<file path="src/rtl/sprite_pkg.sv">
// Shared types and constants for the sprite renderer.
// Colour, coordinate and palette-index definitions used by every stage.
package sprite_pkg;
    typedef logic [9:0] coord_t;
    typedef logic [3:0] rgb4_t;

    typedef struct packed {
        rgb4_t r;
        rgb4_t g;
        rgb4_t b;
    } rgb_t;

    localparam int H_ACTIVE = 640;
    localparam int V_ACTIVE = 480;
    localparam int IDX_W    = 4;

    localparam logic [IDX_W-1:0] TRANSPARENT_IDX = '0;
endpackage

</file>
<file path="src/rtl/sprite_anim_ctrl.sv">
// Start-of-frame detect, animation counter and per-frame parameter latch.
// Outputs are the values in force for the current pixel, sof included.
module sprite_anim_ctrl
    import sprite_pkg::*;
#(
    parameter int NUM_FRAMES = 4,
    parameter int ANIM_DIV   = 8,
    parameter int FW         = 2
) (
    input  logic          clk,
    input  logic          rst_n,
    input  coord_t        draw_x,
    input  coord_t        draw_y,
    input  coord_t        sprite_x,
    input  coord_t        sprite_y,
    input  logic [FW-1:0] frame_sel,
    input  logic          anim_en,
    input  logic          flip_h,
    input  logic          enable,
    output coord_t        pos_x,
    output coord_t        pos_y,
    output logic [FW-1:0] frame,
    output logic          flip,
    output logic          vis
);
    localparam logic [FW-1:0] LAST     = FW'(NUM_FRAMES - 1);
    localparam logic [7:0]    VID_LAST = 8'(ANIM_DIV - 1);

    coord_t        x_q, x_d, y_q, y_d;
    logic [FW-1:0] frame_q, frame_d, sel_clamped;
    logic [7:0]    vid_q, vid_d;
    logic          flip_q, flip_d, vis_q, vis_d;
    logic          sof;

    assign sof = (draw_x == '0) && (draw_y == '0);

    always_comb begin
        x_d         = x_q;
        y_d         = y_q;
        frame_d     = frame_q;
        vid_d       = vid_q;
        flip_d      = flip_q;
        vis_d       = vis_q;
        sel_clamped = (32'(frame_sel) >= 32'(NUM_FRAMES)) ? LAST : frame_sel;
        if (!anim_en) vid_d = '0;
        if (sof) begin
            x_d    = sprite_x;
            y_d    = sprite_y;
            flip_d = flip_h;
            vis_d  = enable;
            if (!anim_en) begin
                frame_d = sel_clamped;
            end else if (vid_q == VID_LAST) begin
                vid_d   = '0;
                frame_d = (frame_q == LAST) ? '0 : frame_q + FW'(1);
            end else begin
                vid_d = vid_q + 8'd1;
            end
        end
    end

    always_ff @(posedge clk or negedge rst_n) begin
        if (!rst_n) begin
            x_q     <= '0;
            y_q     <= '0;
            frame_q <= '0;
            vid_q   <= '0;
            flip_q  <= 1'b0;
            vis_q   <= 1'b0;
        end else begin
            x_q     <= x_d;
            y_q     <= y_d;
            frame_q <= frame_d;
            vid_q   <= vid_d;
            flip_q  <= flip_d;
            vis_q   <= vis_d;
        end
    end

    // The sof pixel already sees the freshly latched values.
    assign pos_x = x_d;
    assign pos_y = y_d;
    assign frame = frame_d;
    assign flip  = flip_d;
    assign vis   = vis_d;
endmodule

</file>
<file path="src/rtl/sprite_palette.sv">
// Combinational 16-entry palette from index to 4-bit RGB.
module sprite_palette
    import sprite_pkg::*;
(
    input  logic [IDX_W-1:0] idx,
    output rgb_t             rgb
);
    assign rgb.r = idx;
    assign rgb.g = ~idx;
    assign rgb.b = {idx[1:0], idx[3:2]};
endmodule

</file>
<file path="src/rtl/sprite_rom.sv">
// Synchronous one-cycle sprite texel ROM; content is a per-instance
// procedural pattern keyed by frame, row, column and SALT.
module sprite_rom
    import sprite_pkg::*;
#(
    parameter int AW       = 12,
    parameter int SPRITE_W = 32,
    parameter int SPRITE_H = 32,
    parameter int SALT     = 5
) (
    input  logic             clk,
    input  logic [AW-1:0]    addr,
    output logic [IDX_W-1:0] idx
);
    logic [IDX_W-1:0] idx_q, idx_d;
    int               a, t;

    always_comb begin
        a     = 32'(addr);
        t     = (a % SPRITE_W) + 2 * ((a / SPRITE_W) % SPRITE_H)
              + 4 * (a / (SPRITE_W * SPRITE_H)) + SALT;
        idx_d = IDX_W'(t);
    end

    always_ff @(posedge clk) begin
        idx_q <= idx_d;
    end

    assign idx = idx_q;
endmodule

</file>
<file path="src/rtl/sprite_blitter.sv">
// Positioned, scaled, animated sprite renderer for the VGA pipeline.
// Three-stage pipe: address/inside, ROM read, palette and output register.
module sprite_blitter
    import sprite_pkg::*;
#(
    parameter int SPRITE_W   = 32,
    parameter int SPRITE_H   = 32,
    parameter int SCALE_LOG2 = 1,
    parameter int NUM_FRAMES = 4,
    parameter int ANIM_DIV   = 8,
    parameter int ROM_SALT   = 5,
    localparam int FW = (NUM_FRAMES > 1) ? $clog2(NUM_FRAMES) : 1
) (
    input  logic          vga_clk,
    input  logic          reset_n,
    input  coord_t        DrawX,
    input  coord_t        DrawY,
    input  logic          blank,
    input  coord_t        sprite_x,
    input  coord_t        sprite_y,
    input  logic [FW-1:0] frame_sel,
    input  logic          anim_en,
    input  logic          flip_h,
    input  logic          enable,
    output rgb4_t         red,
    output rgb4_t         green,
    output rgb4_t         blue,
    output logic          hit
);
    localparam int AW     = $clog2(NUM_FRAMES * SPRITE_W * SPRITE_H);
    localparam int CW     = $clog2(SPRITE_W);
    localparam int RW     = $clog2(SPRITE_H);
    localparam int FOOT_W = SPRITE_W << SCALE_LOG2;
    localparam int FOOT_H = SPRITE_H << SCALE_LOG2;

    coord_t           pos_x, pos_y;
    logic [FW-1:0]    frame;
    logic             flip, vis;
    logic [10:0]      ex, ey, px, py, dx, dy;
    logic [CW-1:0]    col;
    logic [RW-1:0]    row;
    logic             in_d;
    logic [AW-1:0]    addr_d;
    logic [AW-1:0]    s1_addr_q;
    logic             s1_in_q, s1_blank_q, s2_in_q, s2_blank_q;
    logic [IDX_W-1:0] rom_idx;
    rgb_t             pal, out_q, out_d;
    logic             hit_q, hit_d;

    sprite_anim_ctrl #(
        .NUM_FRAMES(NUM_FRAMES),
        .ANIM_DIV  (ANIM_DIV),
        .FW        (FW)
    ) u_ctrl (
        .clk      (vga_clk),
        .rst_n    (reset_n),
        .draw_x   (DrawX),
        .draw_y   (DrawY),
        .sprite_x (sprite_x),
        .sprite_y (sprite_y),
        .frame_sel(frame_sel),
        .anim_en  (anim_en),
        .flip_h   (flip_h),
        .enable   (enable),
        .pos_x    (pos_x),
        .pos_y    (pos_y),
        .frame    (frame),
        .flip     (flip),
        .vis      (vis)
    );

    // 11-bit compares keep a sprite parked near 1023 from wrapping to 0.
    always_comb begin
        ex     = {1'b0, DrawX};
        ey     = {1'b0, DrawY};
        px     = {1'b0, pos_x};
        py     = {1'b0, pos_y};
        dx     = ex - px;
        dy     = ey - py;
        in_d   = vis
               && (ex >= px) && (ex < px + 11'(FOOT_W))
               && (ey >= py) && (ey < py + 11'(FOOT_H))
               && (DrawX < 10'(H_ACTIVE)) && (DrawY < 10'(V_ACTIVE));
        col    = CW'(dx >> SCALE_LOG2);
        row    = RW'(dy >> SCALE_LOG2);
        if (flip) col = CW'(SPRITE_W - 1) - col;
        addr_d = '0;
        if (in_d) begin
            addr_d = AW'(frame) * AW'(SPRITE_W * SPRITE_H)
                   + AW'(row) * AW'(SPRITE_W) + AW'(col);
        end
    end

    always_ff @(posedge vga_clk or negedge reset_n) begin
        if (!reset_n) begin
            s1_addr_q  <= '0;
            s1_in_q    <= 1'b0;
            s1_blank_q <= 1'b0;
            s2_in_q    <= 1'b0;
            s2_blank_q <= 1'b0;
        end else begin
            s1_addr_q  <= addr_d;
            s1_in_q    <= in_d;
            s1_blank_q <= blank;
            s2_in_q    <= s1_in_q;
            s2_blank_q <= s1_blank_q;
        end
    end

    sprite_rom #(
        .AW      (AW),
        .SPRITE_W(SPRITE_W),
        .SPRITE_H(SPRITE_H),
        .SALT    (ROM_SALT)
    ) u_rom (
        .clk (vga_clk),
        .addr(s1_addr_q),
        .idx (rom_idx)
    );

    sprite_palette u_pal (
        .idx(rom_idx),
        .rgb(pal)
    );

    always_comb begin
        hit_d = s2_blank_q && s2_in_q && (rom_idx != TRANSPARENT_IDX);
        out_d = hit_d ? pal : '0;
    end

    always_ff @(posedge vga_clk or negedge reset_n) begin
        if (!reset_n) begin
            out_q <= '0;
            hit_q <= 1'b0;
        end else begin
            out_q <= out_d;
            hit_q <= hit_d;
        end
    end

    assign red   = out_q.r;
    assign green = out_q.g;
    assign blue  = out_q.b;
    assign hit   = hit_q;
endmodule

</file>
<file path="config.mk">
export PLATFORM = sky130hd
export DESIGN_NAME = sprite_blitter
export DESIGN_NICKNAME = d
export VERILOG_FILES = /design/src/rtl/sprite_pkg.sv /design/src/rtl/sprite_anim_ctrl.sv /design/src/rtl/sprite_palette.sv /design/src/rtl/sprite_rom.sv /design/src/rtl/sprite_blitter.sv
export SDC_FILE = /design/constraint.sdc
export NUM_CORES = 1
export LEC_CHECK = 0
export BUFFER_PORTS_ARGS = -buffer_cell sky130_fd_sc_hd__buf_2
export CORE_ASPECT_RATIO = 2
export CORE_MARGIN = 5
export CORE_UTILIZATION = 40
export CTS_BUF_LIST = sky130_fd_sc_hd__clkbuf_16
export CTS_CLUSTER_DIAMETER = 200
export DETAILED_ROUTE_END_ITERATION = 10
export GPL_ROUTABILITY_DRIVEN = 0
export PLACE_DENSITY_LB_ADDON = 0.3
export SYNTH_ARGS = -nofsm -noshare
export SYNTH_HDL_FRONTEND = slang
export SYNTH_SLANG_ARGS = --single-unit
</file>
<file path="constraint.sdc">
create_clock -name vga_clk -period 3.7 [get_ports vga_clk]
set_input_delay 0.185 -clock vga_clk [delete_from_list [all_inputs] [get_ports vga_clk]]
set_output_delay 0.185 -clock vga_clk [all_outputs]
set_load 0.03 [all_outputs]
</file>
# == Word-level counts from Yosys, hierarchy flattened ==
# Index checks and enable logic that the tools add are counted.
# classes
addsub,12
order_cmp,6
eq_ne,2
n_mux,15
bitwise_logic,1
n_reduce_logical,12
# ops
operator,n
8-bit 2-to-1 mux,4
12-bit 2-to-1 mux,2
"10-bit by 7-bit adder with 11-bit output, second input constant",2
10-bit by 11-bit less-than comparator with 1-bit output,2
10-bit greater-or-equal comparator,2
10-bit zero test,2
10-bit 2-to-1 mux,2
12-bit by 10-bit adder with 12-bit output,1
12-bit by 5-bit adder with 12-bit output,1
6-bit subtractor,2
"10-bit less-than comparator, second input constant",1
"10-bit by 9-bit less-than comparator with 1-bit output, second input constant",1
1-bit logical AND,9
4-bit adder,2
"8-bit by 1-bit adder with 8-bit output, second input constant",1
"8-bit by 3-bit equality test with 1-bit output, second input constant",1
2-bit 2-to-1 mux,4
5-bit 2-to-1 mux,1
"5-bit subtractor, first input constant",1
"4-bit adder, second input constant",1
4-bit inverter,1
4-bit nonzero test,1
"2-bit by 1-bit adder with 2-bit output, second input constant",1
"2-bit equality test, second input constant",1
1-bit 2-to-1 mux,2
# totals
regBits,65
input_bits,48
output_inout_bits,13
wordCells,64

# == Logic depth before layout (Yosys ltp) ==
# logic_depth
depth_word,11
ltp_mapped,18

# == Cells and area by module ==
# Synthesis repeated with hierarchy kept, for this count alone.
# hier_totals
cells_unflattened,346
area_unflattened_um2,3788.6
# modules_own_cells
module,n_inst,cells_per_inst,area_each_um2
sprite_blitter,1,198,2019.4
sprite_anim_ctrl,1,119,1480.2
sprite_rom,1,17,214.0
sprite_palette,1,12,75.1

# == Least setup slack after synthesis ==
# Ideal clock, no wire load.
# synth_path
kind,input port to flip-flop
startpoint,input DrawX[2]
endpoint,register s1_addr_q[10]
setup_ps,95
arrival_ps,3416
required_time_ps,3605
setup_slack_ps,189
stages,16
path_buffers,3
path_cell_list,nor4_2 and3_2 nand2_2 buf_2 buf_2 mux2_2 ha_1 xor2_1 ha_1 nor4_1 o211ai_1 a31oi_1 nor4_1 or4b_4 buf_6 nor4b_2
# synth_between
elab_chain_len,11
elab_cells_between_ends,27
# synth_lines
item,line,rtl
from (decl),sprite_blitter.sv:16,"input coord_t DrawX,"
branches (longest 10 deep; another with 12-bit by 10-bit adder with 12-bit output),--,
12-bit 2-to-1 mux *,sprite_blitter.sv:88,if (in_d) begin
via addr_d[10],sprite_blitter.sv:43,logic [AW-1:0] addr_d;
to (signal assigned),sprite_blitter.sv:102,s1_addr_q <= addr_d;
to (decl),sprite_blitter.sv:44,logic [AW-1:0] s1_addr_q;
# Mark *: on every way through the listed nets, which the timed path passes.

# == Final worst setup path ==
# layout_path
startpoint,input DrawY[1]
endpoint,register s1_addr_q[0]
# layout_between
elab_cells_between_ends,24
# layout_rtl
item,line,rtl
from (decl),sprite_blitter.sv:17,"input coord_t DrawY,"
10-bit zero test *,sprite_anim_ctrl.sv:35,assign sof = (draw_x == '0) && (draw_y == '0);
1-bit logical AND *,sprite_anim_ctrl.sv:35,
10-bit 2-to-1 mux *,sprite_anim_ctrl.sv:46,if (sof) begin
via pos_y[9],sprite_blitter.sv:36,"coord_t pos_x, pos_y;"
10-bit by 7-bit adder with 11-bit output or 10-bit greater-or-equal comparator (tied branches),sprite_blitter.sv:82,&& (ey >= py) && (ey < py + 11'(FOOT_H))
10-bit by 11-bit less-than comparator with 1-bit output or 1-bit logical AND (tied branches),sprite_blitter.sv:82,
1-bit logical AND *,sprite_blitter.sv:82,
1-bit logical AND * (2 in a row),sprite_blitter.sv:83,&& (DrawX < 10'(H_ACTIVE)) && (DrawY < 10'(V_ACTIVE));
12-bit 2-to-1 mux *,sprite_blitter.sv:88,
via addr_d[0],sprite_blitter.sv:43,
# Mark *: on every way through the listed nets, which the timed path passes. The rest lies on a longest branch.

==> results.md <==
- GRT Total Usage: 0.167
- DR WL/cell: 15.7 um
- Post-synth ARST share: 0.931
- Total number of vias: approximately 2700
- Row Count: 47
- Sequential share of power: 0.412
- Setup crit start kind: input pin
- Drt total wl: just under 8000 um
- # fillers: approximately 780
- Final period utilization: 0.916
- Clock power frac: 0.505
- Root Buffer: clkbuf_16
- Die X: about 75 um
- Switch share: 0.226
- Post-Syn Nets: between 400 and 500
- Hold Fails Final Rpt: 0
- HP Class: in2reg
- Pre-Repair DR Iteration Count: 4
- Synthesis Warnings: 0
- Syn_area_per_cell: slightly above 10 um^2
- Die Area: around 0.011 mm^2
- Post-synth EDFFs: 0
- Slew Limit Fails: 0
- Worst R2R Setup Slack: around 0.82 ns
- Core ar.: slightly above 0.008 mm^2
- First-pass GRT wire length: ~13000 um
- Net Sw Power: approximately 0.00035 W
- Critical Path AT: around 3.6 ns
- Post-synthesis cell type count: 52
- Worst-path maximum fanout: 12
- Post-route setup TNS: 0 ns
- RSZ-0062 raised after global routing: false
- Leading cell type in the layout, fill and taps excluded: buf_2
- Placed insts: 488
- # clock sinks: 58
- Antenna Nets Post-Route: 0
- Critical path type: in2reg
- Initial antenna violation count: 0
- Initial drt markers: 64
- Main flop type after synthesis: dfrtp_1
- Reg clk slew, reported paths: roughly 0.050 ns
- Endpoints failing setup: 0
- H-tree levels: 3
- Nets: slightly below 500
- Seq/Total Area, Yosys: 0.420
- Layout Skew: around 0.0047 ns
- Die H: approximately 140 um
- Port bufs: 60
- Slew HR: 0.434
- Clk buf depth: 2
- I/O Pins: 61
- Via density: 5.33
- Area growth, synth to finish: 22.1%
- Total grt overflow: 0
- Fin Hold WS: roughly 0.075 ns
- Mapped Area: 0.00341 mm^2
- Clk_lat worst skew: between 0.3 and 0.4 ns
- Placed Area: approximately 0.0038 mm^2
- Largest net degree at the start of global routing: 39
- Cell leakage power: about 2.2 nW
- Crit path capture type: register
- Internal power: between 0.001 and 0.0015 W
- Diode count: 0
- Max Freq: about 300 MHz
- Status: completed
- Req. time, crit path: slightly below 4 ns
- Share of layout cells above drive strength 1: 0.247
- # DRC: 0
- CTS tree: done
- Mapped Cells: 330
- Fin area: 0.00416 mm^2
- Pwr per Cell Area: ~370 mW/mm^2
- Non-Filler Instances: 507
- Max_cap viols: 0
- Hpwl dp: roughly 6300 um
- Crit path time final: between 3 and 4 ns
- Vias in the first global route: ~3000
- Most frequent cells in the layout: 60 x buf_2, 54 x dfrtp_1, 34 x ha_1
- Maximum vdd drop: around 0.23 mV
- Fin util: 0.502
- Synth Register Bits: 58
- Inserted Clock Buffers: 9
- Combinational Power Share: 0.083
- Worst-Margin Slew: 0.849 ns
- Initial cell density of the core: 0.411
==> metal layers <==
metal	part of all wire	up-vias	global-route usage
li1	-	1300	-
met1	0.33	1319	0.159
met2	0.58	62	0.307
met3	0.044	23	0.0399
met4	0.041	0	0.0922
met5	0	-	0
==> cells in the mapped netlist, types with 7 or more instances <==
master   instances  area [um^2]
o21ai_0          7         35.0
nor3_1           7         35.0
xnor2_1         15          131
xor2_1           7         61.3
mux2i_1         16          160
ha_1            34          425
and3_1          10         62.6
nor4_1           8         50.1
nand2_1         29          109
inv_1           30          113
nand3_1          8         40.0
nor2_1          19         71.3
a21oi_1         12         60.1
dfrtp_1         54         1350
==> flip-flops by register name, indices dropped and copies added (netlist names), 2 cells and up, named ones only <==
register and flops:
u_ctrl.frame_q 2, green 4, blue 3, s1_addr_q 9, u_ctrl.y_q 10, u_ctrl.x_q 8
u_rom.idx 4, u_ctrl.vid_q 8
==> critical path, cell delays in order <==
cell and delay (ns):
buf_2 0.14, nor4_4 0.38, nand3_2 0.18, nor2_2 0.27, buf_4 0.26, mux2i_1 0.29, inv_1 0.12, xnor2_1 0.14
ha_1 0.31, nand4b_1 0.09, nor3_1 0.23, a221oi_1 0.12, a21oi_1 0.67, nor4_1 0.16
==> layout make-up <==
type	instances	area, um^2	share of cell area
Sequential cell	58	1430	0.344
Multi-Input combinational cell	232	1820	0.436
Timing Repair Buffer	73	403	0.0968
Inverter	30	113	0.0270
Tap cell	98	123	0.0294
Clock buffer	9	225	0.0541
Clock inverter	7	53.8	0.0129
==> path summary, 6_finish.rpt <==
| kind | cells past startpoint | end | startpoint |
|---|---|---|---|
| worst max register to register | 10 | s1_addr_q[0] | u_ctrl.x_q[6] |
| worst max-delay path | 14 | s1_addr_q[0] | DrawY[1] |
| min in group asynchronous | 2 | u_ctrl.x_q[6] | reset_n |
| worst min-delay path | 3 | register | sprite_x[3] |
| worst min register to register | 0 | s2_in_q | s1_in_q |
| max in group asynchronous | 3 | u_ctrl.vid_q[6] | reset_n |
==> per-stage QoR <==
stage	worst slack, ns	total power, W
finish	0.310	0.00155
global route	0.0149	0.00161
CTS	0.333	0.00156
floorplan	0.189	0.000706
detailed placement	0.0181	0.000773
global placement	0.0836	0.000771
==> kinds of logic (layout without fill, tap and decap cells) <==
kind of cell	Yosys count	in the layout	synth area share
multiplexers	20	20	0.0602
AND/OR/NAND/NOR	114	114	0.197
adder cells (fa/ha/maj)	37	37	0.142
AO/OA/AOI/OAI	39	39	0.0730
XOR/XNOR	22	22	0.0565
flip-flops	58	58	0.420
buffers and inverters	40	119	0.0517
==> power groups by stage <==
| stage | Clock, W | Combinational, W | Sequential (W) |
|---|---|---|---|
| 5_1_grt | 0.000833 | 0.000145 | 0.000636 |
| 2_1_floorplan | 0 | 0.0000584 | 0.000647 |
| 3_3_place_gp | 0 | 0.000124 | 0.000647 |
| 4_1_cts | 0.000799 | 0.000128 | 0.000636 |
| 6_report | 0.000780 | 0.000129 | 0.000637 |
| 3_5_place_dp | 0 | 0.000125 | 0.000647 |
==> timing repair <==
action | 4_1_cts | 5_1_grt
hold buffers | 2 | 0
resized for setup | 0 | 2
setup endpoints to repair | 0 | 3
hold endpoints to repair | 4 | 0
setup buffers | 0 | 1
Power figures use the tool's default switching activity.
